[config.mk]
export PLATFORM = sky130hd
export DESIGN_NAME = demux_scheduler
export DESIGN_NICKNAME = d
export VERILOG_FILES = /design/src/rtl/demux_scheduler.sv
export SDC_FILE = /design/constraint.sdc
export NUM_CORES = 1
export LEC_CHECK = 0
export CORE_ASPECT_RATIO = 1.5
export CORE_UTILIZATION = 30
export CTS_BUF_LIST = sky130_fd_sc_hd__clkbuf_8
export DETAILED_ROUTE_END_ITERATION = 7
export PLACE_DENSITY = 0.54
export REMOVE_ABC_BUFFERS = 1
export SETUP_SLACK_MARGIN = 0.3
export SLEW_MARGIN = 0
export SYNTH_ARGS = -nofsm -noshare
export SYNTH_HDL_FRONTEND = slang
export SYNTH_SLANG_ARGS = --single-unit
[constraint.sdc]
create_clock -name clk -period 9 [get_ports clk]
set_input_delay 1.8 -clock clk [delete_from_list [all_inputs] [get_ports clk]]
set_output_delay 1.8 -clock clk [all_outputs]
set_load 0.03 [all_outputs]
[src/rtl/demux_scheduler.sv]
`default_nettype none
// ============================================================================
// Module   : demux_scheduler
// Purpose  : Round-robin burst scheduler steering a serial bit stream to one
//            of eight destination channels through a 3-stage demux tree.
// Revision : 1.0 - initial release
// ============================================================================
module demux_scheduler #(
   parameter int BURST = 4
) (
   input  logic       clk,
   input  logic       rst,
   input  logic       D,
   input  logic       valid,
   input  logic [7:0] ready,
   output logic       accept,
   output logic [7:0] y,
   output logic [7:0] stb,
   output logic       s0,
   output logic       s1,
   output logic       s2,
   output logic [2:0] ch,
   output logic       busy
);

   typedef enum logic [1:0] {
      IDLE = 2'd0,
      ARB  = 2'd1,
      XFER = 2'd2
   } state_t;

   localparam logic [3:0] LAST_CNT = 4'(BURST - 1);

   state_t     state_q, state_d;
   logic [2:0] ptr_q, ptr_d;
   logic [3:0] cnt_q, cnt_d;
   logic [2:0] ch_q, ch_d;
   logic [2:0] sel_q, sel_d;
   logic [7:0] y_q, y_d;
   logic [7:0] stb_q, stb_d;
   logic       busy_q, busy_d;

   logic       found;
   logic [2:0] pick;
   logic [2:0] idx;

   assign accept = !rst && (state_q == XFER) && valid && ready[ch_q];

   // Search begins one past the last granted channel; i=8 wraps back to ptr itself.
   always_comb begin
      found = 1'b0;
      pick  = ptr_q;
      idx   = ptr_q;
      for (int i = 1; i <= 8; i++) begin
         idx = ptr_q + 3'(i);
         if (!found && ready[idx]) begin
            found = 1'b1;
            pick  = idx;
         end
      end
   end

   always_comb begin
      state_d = state_q;
      ptr_d   = ptr_q;
      cnt_d   = cnt_q;
      ch_d    = ch_q;
      y_d     = 8'h00;
      stb_d   = 8'h00;

      case (state_q)
         IDLE: begin
            if (valid) state_d = ARB;
         end
         ARB: begin
            if (!valid) begin
               state_d = IDLE;
            end else if (found) begin
               ch_d    = pick;
               cnt_d   = 4'd0;
               state_d = XFER;
            end
         end
         XFER: begin
            if (accept) begin
               cnt_d       = cnt_q + 4'd1;
               y_d[ch_q]   = D;
               stb_d[ch_q] = 1'b1;
            end
            if ((accept && (cnt_q == LAST_CNT)) || !valid || !ready[ch_q]) begin
               ptr_d   = ch_q;
               state_d = valid ? ARB : IDLE;
            end
         end
         default: state_d = IDLE;
      endcase

      // Demux legs select the lower index on 1, hence the inversion.
      sel_d  = ~ch_d;
      busy_d = (state_d != IDLE);
   end

   always_ff @(posedge clk) begin
      if (rst) begin
         state_q <= IDLE;
         ptr_q   <= 3'd7;
         cnt_q   <= 4'd0;
         ch_q    <= 3'd0;
         sel_q   <= 3'b111;
         y_q     <= 8'h00;
         stb_q   <= 8'h00;
         busy_q  <= 1'b0;
      end else begin
         state_q <= state_d;
         ptr_q   <= ptr_d;
         cnt_q   <= cnt_d;
         ch_q    <= ch_d;
         sel_q   <= sel_d;
         y_q     <= y_d;
         stb_q   <= stb_d;
         busy_q  <= busy_d;
      end
   end

   assign y            = y_q;
   assign stb          = stb_q;
   assign ch           = ch_q;
   assign busy         = busy_q;
   assign {s0, s1, s2} = sel_q;

endmodule
`default_nettype wire

==> summary.txt, run 1 <==
Drt
  • Remaining DRCs: 0
  • Final ANT Viol Nets: 0
  • Vias per cell: 5.55
  • DR pass1 iterations: 4
  • Vias post-DR: 1836
  • Initial drt markers: 60
  • WL final: 5460 um
  • Drt wl/cell: 16.5 um

Timing
  • Worst setup margin: 2.69 ns
  • Tcrit/Tclk final: 0.701
  • Setup TNS: 0 ns
  • Hold Vio Cnt, Final: 0
  • Final setup viols: 0
  • RSZ-0062 raised after global routing: false
  • Max transition margin: 0.455
  • Fin. max-slew vios: 0
  • Worst Max-Slew Pin Slew: 0.817 ns
  • Final min period: 6.31 ns
  • Setup Skew: 0.00797 ns
  • Maximum clock frequency: 158 MHz

Synth
  • Synth cell types: 54
  • Seq cells post-synth: 32
  • Post-synth EDFFs: 0
  • Top FF cell, synth: dfxtp_1
  • Avg Cell Area, Syn: 9.52 um2
  • Post-synthesis instance area: 2100 um2
  • Sequential area share after synthesis: 0.305
  • Async set-reset flop share out of synthesis: 0
  • Synth warn: 0
  • Post-Synthesis Cells: 221

Cells and area
  • Share of layout cells above drive strength 1: 0.134
  • # diodes: 0
  • Finished Layout Cells: 331
  • Nets: 267
  • Fillers: 705
  • Layout overhead on the synthesized area: 23.6%
  • Post-route cell area: 2600 um2

GRT
  • Met2 usage: 0.293
  • Met3 Track Usage GR: 0.0116
  • First-pass GRT wire length: 8930 um
  • Largest net degree at the start of global routing: 19
  • Vias in the first global route: 1824
  • Gr busiest metal: met2
  • GR Util All Layers: 0.155
  • GRT overflow: 0
  • Initial antenna violation count: 0
  • M1 GR Usage: 0.165

Floorplan
  • FP Rows: 37
  • Die X: 70.4 um
  • Die H: 105 um
  • Top-Level Pins: 36
  • Die area: 7360 um2
  • Initial core utilization: 0.309
  • Core area: 6810 um2

CTS
  • Post-cts sizing count: 0
  • Max clock buf depth: 2
  • CTS clk-pin slew, worst paths: 0.06 ns
  • Total clock sinks: 32
  • Htree depth: 2
  • Post CTS Setup Buffer Count: 0
  • CTS Buf Count: 5
  • Hold Buf Count CTS: 0
  • CTS tree: yes
  • Clk root buf: clkbuf_8
  • Clk_lat worst skew: 0.28 ns

Placed design
  • Placed Area: 2490 um2
  • Gpl congestion: 0.815
  • Cells after DPL: 323
  • Dpl hpwl: 4250 um
  • # port buffers: 35
  • Place WS: 2.75 ns

Power
  • Switch share: 0.268
  • P_leak: 0.951 nW
  • Clock group share of total power: 0.371
  • Int Pwr: 0.259 mW
  • Flop pwr share: 0.422
  • P per Cell Area: 136 nW/um2
  • Peak VDD IR: 0.0000630 V
  • Part of the power in combinational logic: 0.206
  • P_sw: 0.0947 mW

Worst setup path
  • Worst-path cell chain: clkdlybuf4s50_1 > nand2b_1 > mux4_2 > a211oi_1 > and2b_1 > clkdlybuf4s50_1
  • CP Capture Type: output pin
  • Cell repeated most along the worst path: clkdlybuf4s50_1
  • Setup CP Type: input port to output pin
  • WP buf/inv: 2
  • WP data required: 7.20 ns
  • CP max-delay cell: clkdlybuf4s50_1
  • CP delay by family, top: buffers and inverters
  • Startpoint Class: input port
  • CP arrival: 4.51 ns
  • Crit-path max FO: 8
  • Critical Path Max Stage Delay: 0.71 ns

Status
  • Status: finished, final reports clean

Run
  • Max Cap Viol: 0

Hold path
  • Hold crit path type: flop to flop
[logic make-up (layout without fill, tap and decap cells)]
group	Yosys count	after routing	synth area share
compound gates	43	43	0.153
xor+xnor	4	4	0.0167
fa+ha+maj	3	3	0.0178
buf+inv	19	51	0.0422
flops	32	32	0.305
mux	30	30	0.239
simple gates	90	90	0.227
[area by class of cell]
type	count	area [um2]	share of cell area
flip-flops and latches	32	641	0.246
inverters	8	30.0	0.0115
multi-input cells	170	1370	0.528
repair buffers	35	350	0.135
clock buffers	5	68.8	0.0265
clock inverters	3	38.8	0.0149
well taps	78	97.6	0.0375
[path summary, 6_finish.rpt]
kind | cells after the start | from | slack, ns | endpoint
max | 6 | ready[2] | 2.69 | accept
min reg2reg | 1 | cnt_q[3]$_SDFFE_PP0P_ | 0.49 | cnt_q[3]$_SDFFE_PP0P_
max reg2reg | 7 | ptr_q[1]$_SDFFE_PP1P_ | 5.12 | sel_q[1]$_SDFF_PP1_
min | 1 | cnt_q[3]$_SDFFE_PP0P_ | 0.49 | cnt_q[3]$_SDFFE_PP0P_
[per-stage QoR]
step | utilization | power [mW] | hold WS (ns)
2_1_floorplan | - | 0.200 | 0.435
3_3_place_gp | 0.366 | 0.224 | 0.465
3_5_place_dp | 0.366 | 0.225 | 0.469
4_1_cts | 0.382 | 0.356 | 0.490
5_1_grt | 0.382 | 0.369 | 0.502
6_report | 0.382 | 0.353 | 0.494
[routing by layer]
metal  vias up  part of all wire  routed length, um
li1        890                 -                  -
met1       896              0.40               2180
met2        35              0.55               2980
met3        15             0.015                 83
met4         0             0.040                217
met5         -                 0                  0
[state kept, by name, indices dropped and copies added (netlist names)]
signal and cells:
ptr_q 3, stb 8, ch 3, cnt_q 4, state_q 2, busy 1, sel_q 3, y 8
[power by group through the flow]
| stage | sequential (mW) | clock [mW] | combinational [mW] |
|---|---|---|---|
| floorplan | 0.153 | 0 | 0.0467 |
| global placement | 0.152 | 0 | 0.0720 |
| detailed placement | 0.152 | 0 | 0.0725 |
| CTS | 0.149 | 0.134 | 0.0728 |
| global route | 0.150 | 0.140 | 0.0789 |
| finish | 0.149 | 0.131 | 0.0729 |
[worst register-to-register path: cells and delay by family, from the launching register on]
| family | cells | cell delay [ns] |
|---|---|---|
| flip-flops | 1 | 0.68 |
| AND/OR/NAND/NOR | 2 | 0.57 |
| AO/OA/AOI/OAI | 1 | 0.31 |
| buffers and inverters | 1 | 0.46 |
| multiplexers | 2 | 1.02 |
| adder cells (fa/ha/maj) | 1 | 0.70 |
[cells in the final DEF, fill, tap and decap left out, types with 3 or more instances in the layout]
| master | n |
|---|---|
| nor3_1 | 8 |
| mux4_2 | 14 |
| nor2_1 | 24 |
| o21ai_0 | 4 |
| inv_1 | 6 |
| a211o_1 | 4 |
| mux2i_1 | 10 |
| mux2_2 | 4 |
| o2bb2ai_1 | 3 |
| and2b_1 | 3 |
| dfxtp_1 | 32 |
| a211oi_1 | 3 |
| clkinv_1 | 3 |
| a21oi_1 | 11 |
| nand3_1 | 6 |
| nand2b_1 | 8 |
| clkdlybuf4s50_1 | 35 |
| clkbuf_8 | 5 |
| ha_1 | 3 |
| and2_1 | 4 |
| nand2_1 | 20 |
[cell usage after synthesis (2+ instances only)]
cell type	count	area, um2
nand4_1	2	12.5
a21oi_1	11	55.1
a221oi_1	2	17.5
and2b_1	3	22.5
xnor2_1	2	17.5
xor2_1	2	17.5
and2_1	4	25.0
mux2_2	4	45.0
a2bb2oi_1	2	17.5
nor2_1	24	90.1
ha_1	3	37.5
buf_2	2	10.0
o2bb2ai_1	3	26.3
nand2b_1	8	50.1
a211o_1	4	35.0
a311oi_1	2	17.5
a311o_1	2	20.0
buf_6	2	22.5
mux4_2	14	315
inv_1	5	18.8
o21ai_0	4	20.0
mux2i_1	10	100
nand3_1	6	30.0
clkinv_1	3	11.3
nor2b_1	2	12.5
nor3_1	8	40.0
or3_1	2	12.5
clkbuf_1	7	26.3
a211oi_1	3	22.5
dfxtp_1	32	641
nand2_1	20	75.1
Power figures use the tool's default switching activity.
==> run 2, diff against run 1 <==
PLACE_DENSITY = 0.56   (was 0.54)
clock period = 5.5 ns   (was 9 ns; I/O delays follow)
==> run 2 against run 1 <==
  * Total power increased by 65%
  * Core utilization up 0.11 points
  * Flip-flop and latch count unchanged
  * Largest power group unchanged
==> summary.txt, run 2 (synthesis gave the netlist of run 1 again) <==
Floorplan
  • Die H: 105 um (unchanged)
  • Initial core utilization: 0.309 (unchanged)
  • Top-Level Pins: 36 (unchanged)
  • Die X: 70.4 um (unchanged)
  • FP Rows: 37 (unchanged)
  • Core area: 6810 um2 (unchanged)
  • Die area: 7360 um2 (unchanged)

Placed design
  • Cells after DPL: 324 (+0.31%)
  • Place WS: 0.673 ns (-2.08 ns)
  • Dpl hpwl: 4220 um (-0.73%)
  • Gpl congestion: 0.818 (+0.38%)
  • # port buffers: 35 (unchanged)

CTS
  • Post CTS Setup Buffer Count: 0 (unchanged)
  • CTS clk-pin slew, worst paths: 0.07 ns (about the same)
  • Hold Buf Count CTS: 0 (unchanged)
  • CTS tree: yes
  • Max clock buf depth: 2 (unchanged)
  • Total clock sinks: 32 (unchanged)
  • Post-cts sizing count: 0 (unchanged)
  • Htree depth: 2 (unchanged)
  • Clk_lat worst skew: 0.28 ns (about the same)
  • Clk root buf: clkbuf_8
  • CTS Buf Count: 5 (unchanged)

Power
  • Part of the power in combinational logic: 0.206 (about the same)
  • P_leak: 0.956 nW (+0.51%)
  • Flop pwr share: 0.420 (-0.002)
  • Switch share: 0.272 (+0.00364)
  • P per Cell Area: 223 nW/um2 (+64%)
  • Peak VDD IR: 0.0000879 V (+40%)
  • Int Pwr: 0.424 mW (+64%)
  • P_sw: 0.158 mW (+67%)
  • Clock group share of total power: 0.374 (+0.003)

Cells and area
  • Finished Layout Cells: 332 (+0.30%)
  • Layout overhead on the synthesized area: 24.0%
  • Share of layout cells above drive strength 1: 0.138 (+0.00341)
  • # diodes: 0 (unchanged)
  • Most frequent cells in the layout: clkdlybuf4s50_1, dfxtp_1, nor2_1
  • Most common cell after layout, fill and taps aside: clkdlybuf4s50_1
  • Nets: 268 (+0.37%)
  • Fillers: 687 (-2.6%)

Timing
  • Worst Max-Slew Pin Slew: 0.834 ns (+0.0173 ns)
  • Tcrit/Tclk final: 0.884
  • Setup Skew: 0.00669 ns (-0.00128 ns)
  • RSZ-0062 raised after global routing: false
  • Final setup viols: 0 (unchanged)
  • Setup TNS: 0 ns (unchanged)
  • Hold Vio Cnt, Final: 0 (unchanged)
  • Maximum clock frequency: 206 MHz
  • Max transition margin: 0.443 (-0.0115)
  • Fin. max-slew vios: 0 (unchanged)
  • Final min period: 4.86 ns
  • Worst setup margin: 0.640 ns (-2.05 ns)

Status
  • Status: finished, final reports clean

Hold path
  • Hold Path Sink: cnt_q[3]$_SDFFE_PP0P_
  • Hold path startpoint: cnt_q[3]$_SDFFE_PP0P_
  • Hold path cells: 1 (unchanged)
  • Hold crit path type: flop to flop

Worst setup path
  • Crit-path max FO: 8 (unchanged)
  • Setup CP Type: input port to output pin
  • FF-to-FF setup slack: 1.58 ns (-3.54 ns)
  • CP Capture Type: output pin
  • R2r startpoint: ptr_q[1]$_SDFFE_PP1P_
  • CP arrival: 3.76 ns (-0.75 ns)
  • Worst R2R Path Depth: 9 (+2)
  • Startpoint Class: input port
  • R2r endpoint: sel_q[1]$_SDFF_PP1_
  • WP data required: 4.40 ns (-2.80 ns)

GRT
  • GR Util All Layers: 0.153 (-0.00236)
  • First-pass GRT wire length: 8840 um (-1.0%)
  • Vias in the first global route: 1791 (-1.8%)
  • Initial antenna violation count: 0 (unchanged)
  • GRT overflow: 0 (unchanged)
  • Largest net degree at the start of global routing: 19 (unchanged)

Drt
  • Vias per cell: 5.57 (+0.35%)
  • Initial drt markers: 76 (+27%)
  • Drt wl/cell: 16.3 um (-0.89%)
  • Vias post-DR: 1848 (+0.65%)
  • WL final: 5430 um (-0.59%)
  • DR pass1 iterations: 4 (unchanged)
  • Final ANT Viol Nets: 0 (unchanged)
  • Remaining DRCs: 0 (unchanged)

Run
  • Max Cap Viol: 0 (unchanged)
-- run 2: changes by cell type in the layout (fill, tap and decap cells not counted) --
cell	before	now
buf_4	0	1
-- run 2: routing by layer --
layer	vias up	share of wire	track usage
li1	890	-	-
met1	888	0.36	0.163
met2	52	0.56	0.281
met3	18	0.026	0.00868
met4	0	0.053	0.101
met5	-	0	0
-- run 2: power by group through the flow --
stage	combinational (mW)	sequential, mW	clock, mW
detailed placement	0.119	0.250	0
global placement	0.118	0.250	0
finish	0.120	0.244	0.218
floorplan	0.0764	0.251	0
global route	0.128	0.245	0.230
CTS	0.120	0.244	0.224
-- run 2: how the worst max path moves through the flow --
stage                     depth (start not counted)     start  slack [ns]      to
final                                             6  ready[2]        0.64  accept
after detailed placement                          6  ready[4]        0.67  accept
after global routing                              6  ready[7]        0.50  accept
after global placement                            6  ready[7]        0.69  accept
after CTS                                         6  ready[4]        0.67  accept
after floorplan                                   4  ready[7]        1.95  accept
-- run 2: final cells by class --
| type | count | area, um2 | share of cell area |
|---|---|---|---|
| well taps | 78 | 97.6 | 0.0374 |
| repair buffers | 36 | 358 | 0.137 |
| flip-flops and latches | 32 | 641 | 0.246 |
| multi-input cells | 170 | 1370 | 0.527 |
| clock buffers | 5 | 68.8 | 0.0264 |
| clock inverters | 3 | 38.8 | 0.0149 |
| inverters | 8 | 30.0 | 0.0115 |
-- run 2: worst max-delay path, cell delays in order --
cell,delay [ns]
clkdlybuf4s50_1,0.61
nand2b_1,0.08
mux4_2,0.48
a211oi_1,0.48
and2b_1,0.29
clkdlybuf4s50_1,0.71
-- run 2: through the flow --
| step | cell area (um2) | hold slack [ns] | total power [mW] | util |
|---|---|---|---|---|
| after floorplan | 2040 | 0.435 | 0.328 | - |
| after global placement | 2500 | 0.463 | 0.368 | 0.367 |
| after detailed placement | 2500 | 0.468 | 0.369 | 0.367 |
| after CTS | 2610 | 0.483 | 0.588 | 0.383 |
| after global routing | 2610 | 0.508 | 0.603 | 0.383 |
| final | 2610 | 0.490 | 0.582 | 0.383 |
